<file path="config.mk">
export PLATFORM = sky130hd
export DESIGN_NAME = f2fx_conv_12
export DESIGN_NICKNAME = d
export VERILOG_FILES = /design/src/rtl/f2fx_conv_12.sv
export SDC_FILE = /design/constraint.sdc
export NUM_CORES = 1
export LEC_CHECK = 0
export ABC_AREA = 1
export ABC_CLOCK_PERIOD_IN_PS = 2000
export CORE_MARGIN = 2
export CORE_UTILIZATION = 40
export DETAILED_ROUTE_END_ITERATION = 7
export HOLD_SLACK_MARGIN = 0.15
export SLEW_MARGIN = 20
export SYNTH_ARGS = -nofsm -noshare
export SYNTH_HDL_FRONTEND = slang
export SYNTH_SLANG_ARGS = --single-unit
</file>
<file path="constraint.sdc">
create_clock -name clk_i -period 2 [get_ports clk_i]
set_input_delay 0.3 -clock clk_i [delete_from_list [all_inputs] [get_ports clk_i]]
set_output_delay 0.3 -clock clk_i [all_outputs]
set_load 0.1 [all_outputs]
</file>
<file path="src/rtl/f2fx_conv_12.sv">
// f2fx_conv_12: three-stage pipelined converter from the 12-bit float format
// {sgn, exp[4:0] (bias 15), man[5:0] (hidden 1)} to OUT_W-bit signed fixed
// point with FRAC_W fractional bits. Results are clamped symmetrically.
// Optional feature macro: F2FX_ROUND_EN (round-half-up on right shifts);
// when undefined the magnitude is truncated toward zero.
module f2fx_conv_12 #(
    parameter int OUT_W  = 16,
    parameter int FRAC_W = 8
) (
    input  logic             clk_i,
    input  logic             rst_i,
    input  logic             valid_i,
    output logic             ready_o,
    input  logic [11:0]      data_i,
    output logic             valid_o,
    input  logic             ready_i,
    output logic [OUT_W-1:0] data_o,
    output logic             sat_o,
    output logic             sat_sticky_o
);

    // Largest left shift that still fits the 7-bit significand in OUT_W-1 bits.
    localparam int              SHIFT_MAX = OUT_W - 8;
    localparam logic [OUT_W-1:0] SAT_POS  = {1'b0, {(OUT_W-1){1'b1}}};
    localparam logic [OUT_W-1:0] SAT_NEG  = {1'b1, {(OUT_W-2){1'b0}}, 1'b1};

    // Global stall: the whole pipeline freezes while the output is blocked.
    logic stall;

    // Stage 1 registers: unpacked operand.
    logic       s1_valid_q, s1_valid_d;
    logic       s1_sgn_q,   s1_sgn_d;
    logic       s1_zero_q,  s1_zero_d;
    logic       s1_inf_q,   s1_inf_d;
    logic [6:0] s1_man_q,   s1_man_d;
    logic [6:0] s1_shift_q, s1_shift_d;   // two's complement shift amount

    // Stage 2 registers: unsigned magnitude and saturation request.
    logic             s2_valid_q, s2_valid_d;
    logic             s2_sgn_q,   s2_sgn_d;
    logic             s2_sat_q,   s2_sat_d;
    logic [OUT_W-1:0] s2_mag_q,   s2_mag_d;

    // Stage 3 registers: signed result presented on the output.
    logic             valid_o_q,    valid_o_d;
    logic [OUT_W-1:0] data_o_q,     data_o_d;
    logic             sat_o_q,      sat_o_d;
    logic             sat_sticky_q, sat_sticky_d;

    // Stage-2 working signals.
    logic       shift_neg;
    logic [6:0] rshift;
`ifdef F2FX_ROUND_EN
    logic [7:0] man_ext;
    logic       round_bit;
`endif

    assign stall        = valid_o_q & ~ready_i;
    assign ready_o      = ~stall;
    assign valid_o      = valid_o_q;
    assign data_o       = data_o_q;
    assign sat_o        = sat_o_q;
    assign sat_sticky_o = sat_sticky_q;

    // Stage 1: split the float word and compute the signed shift exp - 21 + FRAC_W.
    always_comb begin
        // NOTE: every combinational output gets a default first so no path
        // through the block leaves it unassigned and infers a latch.
        s1_valid_d = valid_i;
        s1_sgn_d   = data_i[11];
        s1_zero_d  = (data_i[10:6] == 5'd0);
        s1_inf_d   = (data_i[10:6] == 5'd31);
        s1_man_d   = {1'b1, data_i[5:0]};
        // Modulo-128 add gives the correct 7-bit two's complement result.
        s1_shift_d = {2'b00, data_i[10:6]} + 7'(FRAC_W - 21);
    end

    // Stage 2: shift the significand into place, rounding or truncating right shifts.
    always_comb begin
        s2_valid_d = s1_valid_q;
        s2_sgn_d   = s1_sgn_q;
        s2_sat_d   = 1'b0;
        s2_mag_d   = '0;
        shift_neg  = s1_shift_q[6];
        rshift     = ~s1_shift_q + 7'd1;
`ifdef F2FX_ROUND_EN
        man_ext    = {1'b0, s1_man_q};
        round_bit  = 1'b0;
`endif
        if (s1_zero_q) begin
            // Flush-to-zero wins over every other case, including sign.
            s2_mag_d = '0;
            s2_sat_d = 1'b0;
        end else if (s1_inf_q) begin
            s2_sat_d = 1'b1;
        end else if (!shift_neg) begin
            if (s1_shift_q > 7'(SHIFT_MAX)) begin
                s2_sat_d = 1'b1;
            end else begin
                s2_mag_d = OUT_W'(s1_man_q) << s1_shift_q;
            end
        end else if (rshift <= 7'd8) begin
            s2_mag_d = OUT_W'(s1_man_q >> rshift);
`ifdef F2FX_ROUND_EN
            // Add the first discarded bit; the result stays far below OUT_W-1 bits.
            round_bit = man_ext[3'(rshift - 7'd1)];
            s2_mag_d  = s2_mag_d + OUT_W'(round_bit);
`endif
        end else begin
            s2_mag_d = '0;
        end
    end

    // Stage 3: apply the sign or the symmetric clamp, and track sticky saturation.
    always_comb begin
        valid_o_d = s2_valid_q;
        sat_o_d   = s2_sat_q;
        if (s2_sat_q) begin
            data_o_d = s2_sgn_q ? SAT_NEG : SAT_POS;
        end else if (s2_sgn_q) begin
            data_o_d = ~s2_mag_q + 1'b1;
        end else begin
            data_o_d = s2_mag_q;
        end
        sat_sticky_d = sat_sticky_q | (valid_o_q & ready_i & sat_o_q);
    end

    // Pipeline registers: reset clears everything, stall holds every stage.
    always_ff @(posedge clk_i) begin
        // NOTE: sequential state uses non-blocking assignments so every flop
        // samples its pre-edge inputs regardless of statement order.
        if (rst_i) begin
            // NOTE: datapath registers are reset too, so data_o reads 0 after
            // reset and no stale operand can reach the output.
            s1_valid_q   <= 1'b0;
            s1_sgn_q     <= 1'b0;
            s1_zero_q    <= 1'b0;
            s1_inf_q     <= 1'b0;
            s1_man_q     <= '0;
            s1_shift_q   <= '0;
            s2_valid_q   <= 1'b0;
            s2_sgn_q     <= 1'b0;
            s2_sat_q     <= 1'b0;
            s2_mag_q     <= '0;
            valid_o_q    <= 1'b0;
            data_o_q     <= '0;
            sat_o_q      <= 1'b0;
            sat_sticky_q <= 1'b0;
        end else begin
            // A transfer cannot happen while stalled, so the sticky flag may update freely.
            sat_sticky_q <= sat_sticky_d;
            if (!stall) begin
                s1_valid_q <= s1_valid_d;
                s1_sgn_q   <= s1_sgn_d;
                s1_zero_q  <= s1_zero_d;
                s1_inf_q   <= s1_inf_d;
                s1_man_q   <= s1_man_d;
                s1_shift_q <= s1_shift_d;
                s2_valid_q <= s2_valid_d;
                s2_sgn_q   <= s2_sgn_d;
                s2_sat_q   <= s2_sat_d;
                s2_mag_q   <= s2_mag_d;
                valid_o_q  <= valid_o_d;
                data_o_q   <= data_o_d;
                sat_o_q    <= sat_o_d;
            end
        end
    end

endmodule
</file>
# Word-level counts from Yosys, hierarchy flattened
# Cells that the tools add are included.
# Widths: inputs -> output; s select.
[op_classes] n_bitwise=8 shifts=2 n_reduce_logical=1 mux=12 n_addsub=3 n_lt_le_gt_ge=2 n_eq_ne=1
[op_table] operator="$mux 16" n=8
[op_table] operator="$add 16x1->16 const B" n=1
[op_table] operator="$not 16->16" n=1
[op_table] operator="$shl 7x7->16" n=1
[op_table] operator="$shr 7x7->16" n=1
[op_table] operator="$add 6x5->7 const B" n=1
[op_table] operator="$add 7x1->7 const B" n=1
[op_table] operator="$gt 7x4->1 const B" n=1
[op_table] operator="$le 7x4->1 const B" n=1
[op_table] operator="$not 7->7" n=1
[op_table] operator="$eq 5x5->1 const B" n=1
[op_table] operator="$logic_not 5->1" n=1
[op_table] operator="$mux 1" n=4
[op_table] operator="$and 1x1->1" n=3
[op_table] operator="$not 1->1" n=2
[op_table] operator="$or 1x1->1" n=1
[totals] wordCells=43 reg_bits=56

# Logic depth before layout (Yosys ltp)
[depth] ltp_word=7 depth_mapped=16 mapped_depth_nobuf=15

# Worst setup path before layout
# No wires, ideal clock.
[synth_path] kind="register -> register" from="reg valid_o_q, in the netlist valid_o" to="reg s1_man_q[1]" path_stages_with_launch=7 n_path_buf=1 setup_slack_ps=-516 setup_time_ps=120 arrival_time_ps=2396 period_less_slack_ps=2516 path_cell_list="dfxtp_1 > inv_1 > nor2_1 > inv_1 > clkbuf_1 > nor2_1 > nor2_1"
[synth_between] elab_chain_cells=1
[synth_lines] element="from (decl)" line_no="45" text="logic valid_o_q, valid_o_d;"
[synth_lines] element="from (signal assigned)" line_no="163" text="valid_o_q <= valid_o_d;"
[synth_lines] element="$and 1x1->1" line_no="58" text="assign stall = valid_o_q & ~ready_i;"
[synth_lines] element="to (signal assigned)" line_no="157" text="s1_man_q <= s1_man_d;"
[synth_lines] element="to (decl)" line_no="35" text="logic [6:0] s1_man_q, s1_man_d;"
# No other way between the ends.
# A chain may end at the register's enable or synchronous reset.

# Worst setup path in the final report
[layout_path] from="reg s1_shift_q[0]" to="reg s2_mag_q[1]"
[layout_between] elab_chain_cells=7 word_cells_on_any_way=11
[layout_lines] element="from (decl)" line_no="36" text="logic [6:0] s1_shift_q, s1_shift_d;"
[layout_lines] element="from (signal assigned)" line_no="158" text="s1_shift_q <= s1_shift_d;"
[layout_lines] element="$not 7->7" line_no="85" text="rshift = ~s1_shift_q + 7'd1;"
[layout_lines] element="$add 7x1->7" line_no="85"
[layout_lines] element="$le 7x4->1 / $shr 7x7->16 (equally long branches)" line_no="102, 103"
[layout_lines] element="$mux 16" line_no="102" text="end else if (rshift <= 7'd8) begin"
[layout_lines] element="$mux 16 *" line_no="96" text="end else if (!shift_neg) begin"
[layout_lines] element="$mux 16 *" line_no="94" text="end else if (s1_inf_q) begin"
[layout_lines] element="$mux 16 *" line_no="90" text="if (s1_zero_q) begin"
[layout_lines] element="to (signal assigned)" line_no="162" text="s2_mag_q <= s2_mag_d;"
[layout_lines] element="to (decl)" line_no="42" text="logic [OUT_W-1:0] s2_mag_q, s2_mag_d;"
# Every way passes the cells marked *; elsewhere a longest branch is shown, timed or not.

==> run summary <==
Max cap viols -> 0
Kind of end point of the critical path -> flip-flop
CP delay by family, top -> simple AND/OR/NAND/NOR gates
Max_slew headroom -> 69.7%
Post-synth ARST share -> 0%
Post-route core utilization -> 48.5%
Most frequent cell after synthesis -> nand2_1
Number of antenna diodes -> 0
Initial antenna violation count -> 0
Largest family of logic cells by synthesized area -> simple AND/OR/NAND/NOR gates
Seq cells post-synth -> 56
1st-iter DRT viols -> 211
Setup_tns -> 0 ps
# Post-CTS Setup Buffers -> 0
Period minus WS final -> 1810 ps
IO Count -> 36
Area of the multi-input gates -> 1890 um^2
Final nets -> 568
Worst Path Max Fanout -> 6
Critical path class -> reg2reg
Hold-fix buffers, CTS -> 0
RSZ-0062 raised after global routing -> false
Area delta synth->final -> 19.0%
Post-Synth Simple-Gate Area -> 31.1%
HP Class -> reg2reg
Root Buffer -> clkbuf_8
Period utilisation layout -> 90.6%
Die width -> 95.0 um
EDFF count, synth -> 0
Xor/xnor share of the synthesized area -> 1.55%
HP Start -> s2_valid_q
TritonCTS Buffers -> 5
CTS resizes -> 0
Syn_nets -> 527
Setup ws final -> 188 ps
Synth Area in Compound Gates -> 22.1%
Post-Syn Area -> 3310 um^2
Core area -> 8130 um^2
Dpl cell area -> 3830 um^2
F_max -> 552 MHz
Post-DP HPWL -> 6520 um
Critical path launch point type -> flip-flop
CTS tree -> done
PD cells -> 787 nW/um^2
Worst Hold Path Cells -> 2
Final Skew -> 9.23 ps
Cell depth of the worst flop-to-flop path -> 13
Final hold vios -> 0
Most used cell, CP -> nand2_1
Die H -> 95.0 um
Post-synthesis cell count -> 505
Worst path required time -> 2260 ps
Cell area after layout -> 3940 um^2
Distinct cells, synth -> 42
Vias in the first global route -> 3110
Sequential area share after synthesis -> 33.8%
DRT Pass-1 Iters -> 5
Largest net degree at the start of global routing -> 30
Adder-Cell Fraction of Synth Area -> 2.27%
Sink Count -> 56
Initial core utilization -> 40.7%
Ranking of synthesized cells by area -> dfxtp_1 (34%), nand2_1 (15%), a21oi_1 (6.8%)
Reg-to-reg setup timing slack -> 190 ps
Routability cong. -> 0.945
Pre-CTS WS -> 102 ps
FILL cells -> 876
Slew Viols, Final -> 0
WL/cell -> 13.0 um
Clock slew at the register clock pins of the worst setup and hold paths -> 110 ps
Outcome -> finished, final reports clean
CP Cell Sequence -> inv_2 -> ha_1 -> nand2_1 -> nand2_1 -> nand2_2 -> nand2_4 -> nor2_8 -> nand2_4 -> nor2_4 -> o21ai_2 -> nand3_1 -> nand2_1 -> a21oi_2
Least-Margin Pin Slew -> 451 ps
Clk Latency, worst-skew pair -> 310 ps
Die area -> 9020 um^2
Antenna-violating nets left -> 0
GRT Residual Overflow -> 0
# port buffers -> 35
Pleak -> 1.78 nW
CP arrival -> 2070 ps
Synth Flop Type -> dfxtp_1
Rows -> 33
Crit Reg-Reg Startpoint -> s1_shift_q[0]
Detailed Route WL -> 8450 um
Final hold slack -> 461 ps
H-Tree Level Count -> 2
Layout cell share with drive strength beyond 1 -> 15.0%
Longest Clk Path Bufs -> 2
Synth top area share -> 33.8%
Mean Syn Cell Area -> 6.56 um^2
R2r endpoint -> s2_mag_q[1]
Seq. cell area -> 1120 um^2
Slowest-stage cell, CP -> dfxtp_1
Yosys warns -> 0
Setup violators final -> 0
Vias/cell -> 5.15
Critical path buffers and inverters -> 1
Largest area contributor in the netlist -> dfxtp_1
Vias -> 3355
Tot GR Track Use -> 20.1%
Peak VDD IR -> 0.376 mV
Mux cell area share after synthesis -> 0%
First-pass GRT wire length -> 14500 um
Crit-path max cell delay -> 390 ps
Hold Path Sink -> s2_valid_q
Commonest cells post-synth -> nand2_1 (130), dfxtp_1 (56), nor2_1 (47)
# DRC -> 0
logic make-up (layout without fill, tap and decap cells):
group                    after synthesis  in the layout
AND/OR/NAND/NOR                      233            233
AO/OA/AOI/OAI                        130            130
buffers and inverters                 75            117
flip-flops                            56             56
adder cells (fa/ha/maj)                6              6
XOR/XNOR                               5              5
power by group:
part / internal, W / switching, W / total [W] / leakage [nW]
logic: 0.000306 / 0.000749 / 0.00105 / 1.26
registers: 0.00120 / 0.0000624 / 0.00126 / 0.461
clock network: 0.000381 / 0.000404 / 0.000785 / 0.0600
registers in the layout (all words and copies together) (netlist names):
register,flops
s1_valid_q,1
s1_inf_q,1
sat_o,1
s2_valid_q,1
valid_o,1
sat_sticky_o,1
s1_man_q,7
s1_sgn_q,1
s1_shift_q,7
data_o,16
s2_mag_q,16
s2_sat_q,1
s1_zero_q,1
s2_sgn_q,1
cell type report:
| type | count | area share (%) |
|---|---|---|
| Clock buffer | 5 | 1.75 |
| Clock inverter | 3 | 1.17 |
| Inverter | 53 | 5.05 |
| Multi-Input combinational cell | 374 | 48.0 |
| Sequential cell | 56 | 28.5 |
| Tap cell | 105 | 3.33 |
| Timing Repair Buffer | 56 | 12.3 |
metrics by stage:
step / total power, W / cells
2_1_floorplan: 0.00207 / 505
5_1_grt: 0.00328 / 652
3_5_place_dp: 0.00234 / 644
3_3_place_gp: 0.00233 / 644
6_report: 0.00310 / 652
4_1_cts: 0.00312 / 652
per-layer routing:
layer | vias to the layer above | GRT usage [%] | part of all wire (%)
li1 | 1744 | - | -
met1 | 1516 | 28.1 | 49
met2 | 87 | 31.7 | 46
met3 | 8 | 3.99 | 4.7
met4 | 0 | 4.95 | 1.2
met5 | - | 0 | 0
worst max-delay path by stage:
stage	from	endpoint	cells after the start
global route	s1_shift_q[1]	s2_mag_q[1]	10
finish	s1_shift_q[0]	s2_mag_q[1]	13
CTS	s1_shift_q[0]	s2_mag_q[1]	13
global placement	ready_i	s2_mag_q[3]	9
floorplan	valid_o	s1_man_q[1]	6
detailed placement	ready_i	s2_mag_q[3]	9
worst register-to-register path, stage by stage (launching register included):
cell and delay, ps:
dfxtp_1 390, inv_2 70, ha_1 230, nand2_1 80, nand2_1 80, nand2_2 90, nand2_4 70, nor2_8 160
nand2_4 80, nor2_4 160, o21ai_2 80, nand3_1 90, nand2_1 70, a21oi_2 110
placed cells by master (no fill, tap or decap), drive strengths merged, types with 2 or more instances in the layout:
cell           count
nand2            134
o21ai             57
dfxtp             56
nor2              54
inv               52
a21oi             49
buf               41
nand3             28
clkdlybuf4s50     15
o211ai             7
nand4              7
ha                 6
clkbuf             5
a31oi              4
o221ai             3
nor3               3
or2                3
clkinv             3
xor2               3
o21bai             2
nor4               2
o31ai              2
a211oi             2
xnor2              2
(Power assumes the default switching activity.)
